<file path="config.mk">
export PLATFORM = sky130hd
export DESIGN_NAME = ad9648_multi_con
export DESIGN_NICKNAME = d
export VERILOG_FILES = /design/src/rtl/ad9648_pkg.sv /design/src/rtl/ad9648_chan_cap.sv /design/src/rtl/ad9648_multi_con.sv
export SDC_FILE = /design/constraint.sdc
export NUM_CORES = 1
export LEC_CHECK = 0
export CAP_MARGIN = 20
export CORE_ASPECT_RATIO = 0.5
export CORE_MARGIN = 3
export CORE_UTILIZATION = 65
export CTS_BUF_LIST = sky130_fd_sc_hd__clkbuf_2
export DETAILED_ROUTE_END_ITERATION = 12
export DONT_BUFFER_PORTS = 1
export PLACE_DENSITY = 0.85
export SLEW_MARGIN = 20
export SYNTH_ARGS = -nofsm -noshare
export SYNTH_HDL_FRONTEND = slang
export SYNTH_SLANG_ARGS = --single-unit
</file>
<file path="constraint.sdc">
create_clock -name clk -period 5.5 [get_ports clk]
set_clock_uncertainty 0.15 [all_clocks]
set_input_delay 0.825 -clock clk [delete_from_list [all_inputs] [get_ports clk]]
set_output_delay 0.825 -clock clk [all_outputs]
set_load 0.02 [all_outputs]
</file>
<file path="src/rtl/ad9648_pkg.sv">
// ad9648_pkg: shared constants for the AD9648 multi-chip capture front-end.
//   - Sequencer state encoding (off / wake / run)
//   - Wake-counter width helper and decimation-counter width
package ad9648_pkg;

  localparam logic [1:0] st_off  = 2'd0;
  localparam logic [1:0] st_wake = 2'd1;
  localparam logic [1:0] st_run  = 2'd2;

  // Decimation ratios up to 256 wrap at 255, so 8 bits always suffice.
  localparam int unsigned decim_cnt_w = 8;

  // Width of a counter that must reach cycles-1; never narrower than 1 bit.
  function automatic int unsigned wake_cnt_w(input int unsigned cycles);
    return (cycles > 1) ? $clog2(cycles) : 1;
  endfunction

endpackage

</file>
<file path="src/rtl/ad9648_chan_cap.sv">
// ad9648_chan_cap: two-stage capture of one AD9648 (channels A and B).
//   Optional build macro: OVR_CLAMP_EN (force full-scale codes on overrange).
// Ports:
//   clk, rst_n            clock, synchronous active-low reset
//   load                  stage-2 load strobe (decimated, only in run)
//   run                   high while the sequencer is in run
//   ovr_clr               clears both sticky overrange flags
//   data_a_in/data_b_in   raw ADC buses
//   overrange_a_in/_b_in  raw overrange pins
//   data_a_out/data_b_out registered samples
//   ovr_sticky_a/_b       sticky overrange flags
module ad9648_chan_cap
  import ad9648_pkg::*;
#(
  parameter int unsigned bit_width = 14
) (
  input  logic                 clk,
  input  logic                 rst_n,
  input  logic                 load,
  input  logic                 run,
  input  logic                 ovr_clr,
  input  logic [bit_width-1:0] data_a_in,
  input  logic [bit_width-1:0] data_b_in,
  input  logic                 overrange_a_in,
  input  logic                 overrange_b_in,
  output logic [bit_width-1:0] data_a_out,
  output logic [bit_width-1:0] data_b_out,
  output logic                 ovr_sticky_a,
  output logic                 ovr_sticky_b
);

  logic [bit_width-1:0] s1_a, s1_b;
  logic                 s1_ovr_a, s1_ovr_b;
  logic [bit_width-1:0] sel_a_c, sel_b_c;

  // Sample selected for stage 2: raw code, or full scale in the direction of the MSB.
`ifdef OVR_CLAMP_EN
  assign sel_a_c = s1_ovr_a ? {bit_width{s1_a[bit_width-1]}} : s1_a;
  assign sel_b_c = s1_ovr_b ? {bit_width{s1_b[bit_width-1]}} : s1_b;
`else
  assign sel_a_c = s1_a;
  assign sel_b_c = s1_b;
`endif

  // Stage 1 free-runs; stage 2 loads on the strobe; sticky set beats clear.
  always_ff @(posedge clk) begin
    if (!rst_n) begin
      s1_a         <= '0;
      s1_b         <= '0;
      s1_ovr_a     <= 1'b0;
      s1_ovr_b     <= 1'b0;
      data_a_out   <= '0;
      data_b_out   <= '0;
      ovr_sticky_a <= 1'b0;
      ovr_sticky_b <= 1'b0;
    end else begin
      s1_a     <= data_a_in;
      s1_b     <= data_b_in;
      s1_ovr_a <= overrange_a_in;
      s1_ovr_b <= overrange_b_in;
      if (load) begin
        data_a_out <= sel_a_c;
        data_b_out <= sel_b_c;
      end
      ovr_sticky_a <= (run & s1_ovr_a) | (ovr_sticky_a & ~ovr_clr);
      ovr_sticky_b <= (run & s1_ovr_b) | (ovr_sticky_b & ~ovr_clr);
    end
  end

endmodule

</file>
<file path="src/rtl/ad9648_multi_con.sv">
// ad9648_multi_con: capture front-end for num_chips AD9648 ADCs on one clock.
//   Optional build macro: OVR_CLAMP_EN (handled inside ad9648_chan_cap).
// Ports:
//   clk, rst_n                   clock, synchronous active-low reset
//   run_en                       1 = power up and stream, 0 = shut down
//   ovr_clr                      pulse, clears all sticky overrange flags
//   enable_n                     per-chip ADC enable (active low, switch together)
//   data_a_in/data_b_in          packed ADC buses, chip k at [k*bit_width +: bit_width]
//   overrange_a_in/_b_in         per-chip overrange pins
//   data_a_out/data_b_out        registered, decimated samples
//   data_valid                   one-cycle strobe when the outputs updated
//   ready                        high while in run
//   ovr_sticky_a/_b              sticky overrange flags
module ad9648_multi_con
  import ad9648_pkg::*;
#(
  parameter int unsigned bit_width   = 14,
  parameter int unsigned num_chips   = 2,
  parameter int unsigned wake_cycles = 1000,
  parameter int unsigned decim_ratio = 1
) (
  input  logic                           clk,
  input  logic                           rst_n,
  input  logic                           run_en,
  input  logic                           ovr_clr,
  output logic [num_chips-1:0]           enable_n,
  input  logic [num_chips*bit_width-1:0] data_a_in,
  input  logic [num_chips*bit_width-1:0] data_b_in,
  input  logic [num_chips-1:0]           overrange_a_in,
  input  logic [num_chips-1:0]           overrange_b_in,
  output logic [num_chips*bit_width-1:0] data_a_out,
  output logic [num_chips*bit_width-1:0] data_b_out,
  output logic                           data_valid,
  output logic                           ready,
  output logic [num_chips-1:0]           ovr_sticky_a,
  output logic [num_chips-1:0]           ovr_sticky_b
);

  localparam int unsigned wcnt_w = wake_cnt_w(wake_cycles);
  localparam logic [wcnt_w-1:0]      wake_last  = wcnt_w'(wake_cycles - 1);
  localparam logic [decim_cnt_w-1:0] decim_last = decim_cnt_w'(decim_ratio - 1);

  logic [1:0]             state_q, state_d;
  logic [wcnt_w-1:0]      wcnt_q, wcnt_d;
  logic [decim_cnt_w-1:0] dcnt_q, dcnt_d;
  logic                   load_c;
  logic                   run_c;

  // Next-state and counter logic.
  always_comb begin
    state_d = state_q;
    wcnt_d  = wcnt_q;
    dcnt_d  = dcnt_q;
    case (state_q)
      st_off: begin
        if (run_en) begin
          state_d = st_wake;
          wcnt_d  = '0;
        end
      end
      st_wake: begin
        if (!run_en) begin
          state_d = st_off;
        end else if (wcnt_q == wake_last) begin
          state_d = st_run;
          dcnt_d  = '0;
        end else begin
          wcnt_d = wcnt_q + wcnt_w'(1);
        end
      end
      st_run: begin
        if (!run_en) begin
          state_d = st_off;
        end else begin
          dcnt_d = (dcnt_q == decim_last) ? '0 : dcnt_q + decim_cnt_w'(1);
        end
      end
      default: state_d = st_off;
    endcase
  end

  assign run_c  = (state_q == st_run);
  // No strobe on the shutdown edge, so data_valid is never high outside run.
  assign load_c = run_c && run_en && (dcnt_q == '0);

  // State, counters and registered control outputs.
  always_ff @(posedge clk) begin
    if (!rst_n) begin
      state_q    <= st_off;
      wcnt_q     <= '0;
      dcnt_q     <= '0;
      enable_n   <= '1;
      ready      <= 1'b0;
      data_valid <= 1'b0;
    end else begin
      state_q    <= state_d;
      wcnt_q     <= wcnt_d;
      dcnt_q     <= dcnt_d;
      enable_n   <= {num_chips{state_d == st_off}};
      ready      <= (state_d == st_run);
      data_valid <= load_c;
    end
  end

  for (genvar k = 0; k < num_chips; k++) begin : g_chip
    ad9648_chan_cap #(.bit_width(bit_width)) u_cap (
      .clk            (clk),
      .rst_n          (rst_n),
      .load           (load_c),
      .run            (run_c),
      .ovr_clr        (ovr_clr),
      .data_a_in      (data_a_in[k*bit_width +: bit_width]),
      .data_b_in      (data_b_in[k*bit_width +: bit_width]),
      .overrange_a_in (overrange_a_in[k]),
      .overrange_b_in (overrange_b_in[k]),
      .data_a_out     (data_a_out[k*bit_width +: bit_width]),
      .data_b_out     (data_b_out[k*bit_width +: bit_width]),
      .ovr_sticky_a   (ovr_sticky_a[k]),
      .ovr_sticky_b   (ovr_sticky_b[k])
    );
  end

endmodule

</file>
==> Yosys cells after proc, flatten, opt, wreduce, memory -nomap -nowiden <==
Index checks and enable logic that the tools add are counted.
Widths: inputs -> output; s select.
{ "word_totals": {"output_inout_bits": 64, "input_bits": 64, "ff_bits": 143, "wordCells": 69} }
{ "classes": {"reduce_logical": 9, "eq_ne": 9, "bitwise": 13, "add_sub_neg": 2, "muxes": 14} }
{ "op_table": {"columns": ["op", "count"], "rows": [
  ["$mux 8", 4],
  ["$mux 10", 3],
  ["$pmux 10 s2", 1],
  ["$pmux 8 s2", 1],
  ["$add 10x1->10 const B", 1],
  ["$eq 10x10->1 const B", 1],
  ["$ne 2x2->1 const B", 5],
  ["$add 8x1->8 const B", 1],
  ["$and 1x1->1", 8],
  ["$logic_not 8->1", 1],
  ["$mux 2", 4],
  ["$reduce_and 4->1", 2],
  ["$pmux 2 s3", 1],
  ["$eq 2x2->1 const B", 2],
  ["$logic_not 2->1", 2],
  ["$or 1x1->1", 4],
  ["$reduce_bool 2->1", 2],
  ["$eq 2x1->1 const B", 1],
  ["$logic_and 1x1->1", 2],
  ["$not 1->1", 1]
]} }

==> Longest topological paths before layout <==
{ "depth": {"depth_word": 5, "ltp_mapped": 8, "mapped_depth_nobuf": 6} }

==> By module <==
From an unflattened synthesis, not the netlist that was laid out.
{ "unflattened": {"cells_unflattened": 439, "hier_area_um2": 5029.8} }
{ "modules_own_cells": {"columns": ["mod", "instances", "cells_per_inst", "area_each_um2"], "rows": [
  ["ad9648_chan_cap", 2, 161, 1953.1],
  ["ad9648_multi_con", 1, 117, 1123.6]
]} }

==> Worst setup path after synthesis <==
Ideal clock, no wire load.
{ "synth_timing": {"kind": "input port to flip-flop", "startpoint": "in run_en", "endpoint": "reg dcnt_q[2]", "t_arrival_ns": 1.764, "t_required_ns": 5.228, "slack_ns": 3.464, "setup_ns": 0.122, "path_stages": 5, "cell_sequence": "nand2b_1 > nand4b_2 > and3_4 > buf_6 > a221o_1"} }
{ "synth_between": {"elab_chain_cells": 2, "word_cells_on_any_way": 3} }
{ "synth_rtl": {"columns": ["element", "line", "source"], "rows": [
  ["from (decl)", "ad9648_multi_con.sv:24", "input logic run_en,"],
  ["$ne 2x2->1 (no line)", null, null],
  ["$reduce_and 4->1 (no line) (*)", null, null],
  ["to (signal assigned)", "ad9648_multi_con.sv:98", "dcnt_q <= dcnt_d;"],
  ["to (decl)", "ad9648_multi_con.sv:45", "logic [decim_cnt_w-1:0] dcnt_q, dcnt_d;"]
]} }
Every way passes the cells marked *; elsewhere a longest branch is shown, timed or not.
A chain may end at the register's enable or synchronous reset.

==> Worst setup path after layout <==
{ "layout_timing": {"startpoint": "reg dcnt_q[0]", "endpoint": "reg g_chip[1].u_cap.data_b_out[10]"} }
{ "layout_between": {"elab_chain_cells": 2} }
{ "layout_rtl": {"columns": ["element", "line", "source"], "rows": [
  ["$logic_not 8->1", "ad9648_multi_con.sv:84", "assign load_c = run_c && run_en && (dcnt_q == '0);"],
  ["$logic_and 1x1->1", "ad9648_multi_con.sv:84", null],
  ["to (signal assigned)", "ad9648_chan_cap.sv:63", "data_b_out <= sel_b_c;"],
  ["to (decl)", "ad9648_chan_cap.sv:27", "output logic [bit_width-1:0] data_b_out,"]
]} }
Every way passes these cells.

==> results.md <==
* Final period utilization at 0.443
* PostCTS Resize Cnt at 0
* Hold WC Path Type: input pin to register
* Met2 capacity usage during global routing at 0.349
* Dpl hpwl at 5.77 mm
* Core ar. at around 6900 µm²
* Wirelength per Cell at between 15 and 20 µm
* LEAKAGE at 1.83 nW
* Vias at 3199
* First drt pass iteration count at 4
* Vias per cell at between 5 and 6
* Synth Net Count at around 570
* Post-CTS setup repair buffer count at 0
* Hold_buf cts at 0
* Antenna cells at 0
* Die height at 66.9 µm
* Synth Register Bits at between 100 and 150
* Min Tclk post-route at between 2 and 2.5 ns
* Mapped Area at roughly 4800 µm²
* Crit-path cells: inv_1, ha_1, nor4b_2, and3b_2, nand2_1, a21oi_1
* Met1 usage at 0.255
* Routability cong. at between 0.7 and 0.8
* TritonCTS Buffers at 17
* Yosys top cell area share at 0.594
* Starting density of the core at 0.695
* Grt met3 use at 0.102
* Setup TNS at 0 ns
* CTS H-tree depth at 4
* Yosys top cell by area: dfxtp_1
* Worst-Margin Slew at 1.06 ns
* Fill count at approximately 520
* FFs w/ async S/R, synth at 0
* RSZ-0062 raised after global routing: no
* Crit path launch type: register
* Total GRT Usage at 0.217
* CP arrival at between 2 and 3 ns
* Maximum clock rate at between 400 and 500 MHz
* Top cells by area, synth: dfxtp_1 59%, nand2_1 9.0%, and2_1 7.9%, a21oi_1 6.9%, buf_6 1.4%
* Number of global-route vias before repair at 2852
* Top cells by count, synth: 143 x dfxtp_1, 115 x nand2_1, 66 x a21oi_1
* Final setup fails at 0
* Critical Path Max Stage Delay at 0.95 ns
* Max-slew violation count at 0
* CTS max path bufs at 2
* Clock latency on the worst-skew pair at between 0.6 and 0.7 ns
* First-pass GRT wire length at approximately 14 mm
* Mean area per synthesized cell at around 9.5 µm²
* Seq/Total Area, Yosys at 0.594
* Synth-to-layout area growth at 2.86%
* CP Max Fanout at 56
* PortBufs at 0
* Share of cells above drive strength 1 at 0.0891
* Worst setup EP type: register
* Root Buffer: clkbuf_2
* DIE AREA at 8550 µm²
* Status: complete, no violations
* Grt peak-use layer: met2
* Critical path's top delay family: simple AND/OR/NAND/NOR gates
* Max_cap viols at 0
* Drc violations at 0
* Worst path bufs/invs at 1
* IO Count at ~130
* Ys Warns at 0
* Post-synth EDFFs at 0
* CP max stage cell: and3b_2
* FF/Latch Area at around 2900 µm²
* Footprint of the multi-input gates at roughly 1700 µm²
* Gr ovfl total at 0
* PwrDens at between 300 and 400 nW/µm²
* Top-count cell post-synth: dfxtp_1
* Nets@finish at 560
* Die X at 128 µm
* Critical Path RT at 5.95 ns
* Initial antenna violation count at 0
* Routed wire length at 9.03 mm
* Worst slew margin at 0.291
* Reg clk slew, reported paths at around 0.22 ns
* Largest net degree at the start of global routing at 67
* Post-synth cell types at 44
* Dominant synthesized flop cell: dfxtp_1
* WHS at 0.104 ns
* Detail Route Antenna Nets at 0
* Peak supply drop at 0.212 mV
* CTS tree: built
* FP Rows at 21
* Hold Fails Final Rpt at 0
* DR iter-0 viols at 254
* Setup CP Type: register to register
* TritonCTS Sinks at ~140
* Cells after Synth at roughly 510
worst register-to-register path, cell delays in order (launching register included):
cell and delay (ns):
dfxtp_1 0.41, inv_1 0.08, ha_1 0.13, nor4b_2 0.29, and3b_2 0.95, nand2_1 0.20, a21oi_1 0.18
layer usage:
metal / up-vias / wire length [µm]
li1: 1626 / -
met5: - / 0
met4: 0 / 129
met2: 83 / 4310
met1: 1473 / 3880
met3: 17 / 709
through the flow:
stage	setup WS [ns]	power [mW]	util	cells	instance area [µm²]
finish	3.06	1.63	0.715	597	4960
global placement	3.02	1.12	0.685	566	4750
global route	2.79	1.70	0.715	597	4960
floorplan	3.46	1.12	-	505	4820
detailed placement	2.94	1.12	0.685	566	4750
CTS	3.03	1.65	0.715	597	4960
worst paths after layout:
kind,end,cells after the start,from,slack (ns)
min reg2reg,g_chip[1].u_cap.data_b_out[12],2,g_chip[1].u_cap.s1_b[12],0.28
min,g_chip[1].u_cap.s1_b[2],1,data_b_in[16],0.10
max,g_chip[1].u_cap.data_b_out[10],6,dcnt_q[0],3.06
max reg2reg,g_chip[1].u_cap.data_b_out[10],6,dcnt_q[0],3.06
final cells by class:
cell class,count,area share
multi-input combinational,324,0.352
timing repair buffer,2,0.00303
clock buffer,17,0.0172
tap,92,0.0232
inverter,5,0.00379
sequential,143,0.577
clock inverter,14,0.0240
power by group:
part | leakage (nW) | internal, mW | switching [mW]
logic | 0.541 | 0.0145 | 0.0161
clock network | 0.122 | 0.160 | 0.372
registers | 1.17 | 1.06 | 0.00780
flip-flops by register name, indices dropped and copies added, names as in the netlist:
register / flops
g_chip.u_cap.data_b_out: 28
g_chip.u_cap.s1_ovr_a: 2
dcnt_q: 8
wcnt_q: 10
g_chip.u_cap.data_a_out: 28
state_q: 2
g_chip.u_cap.s1_a: 28
enable_n: 1
g_chip.u_cap.ovr_sticky_a: 2
ready: 1
g_chip.u_cap.s1_ovr_b: 2
g_chip.u_cap.s1_b: 28
g_chip.u_cap.ovr_sticky_b: 2
data_valid: 1
cell families (layout without fill, tap and decap cells):
family / after synthesis / in the layout / share of synthesized area
compound gates: 84 / 84 / 0.0981
xor+xnor: 6 / 6 / 0.0109
fa+ha+maj: 3 / 3 / 0.00779
buf+inv: 38 / 38 / 0.0449
flops: 143 / 143 / 0.594
mux: 1 / 1 / 0.00234
simple gates: 230 / 230 / 0.242
cell usage in the layout, fill, tap and decap left out, drive strengths merged, types with 2 or more instances in the layout:
cell,instances
nand3,5
a31o,2
or3,4
nand4b,2
xor2,2
and2,61
nand2,115
a21oi,66
and3,6
nor3,2
clkinv,7
dfxtp,143
xnor2,4
clkinvlp,3
nor3b,3
nor2b,5
a211o,2
and4,2
ha,3
inv,8
nor2,11
buf,2
a22o,3
nand4,5
a221o,2
and3b,2
clkbuf,17
o21ai,6
Power figures use the tool's default switching activity.
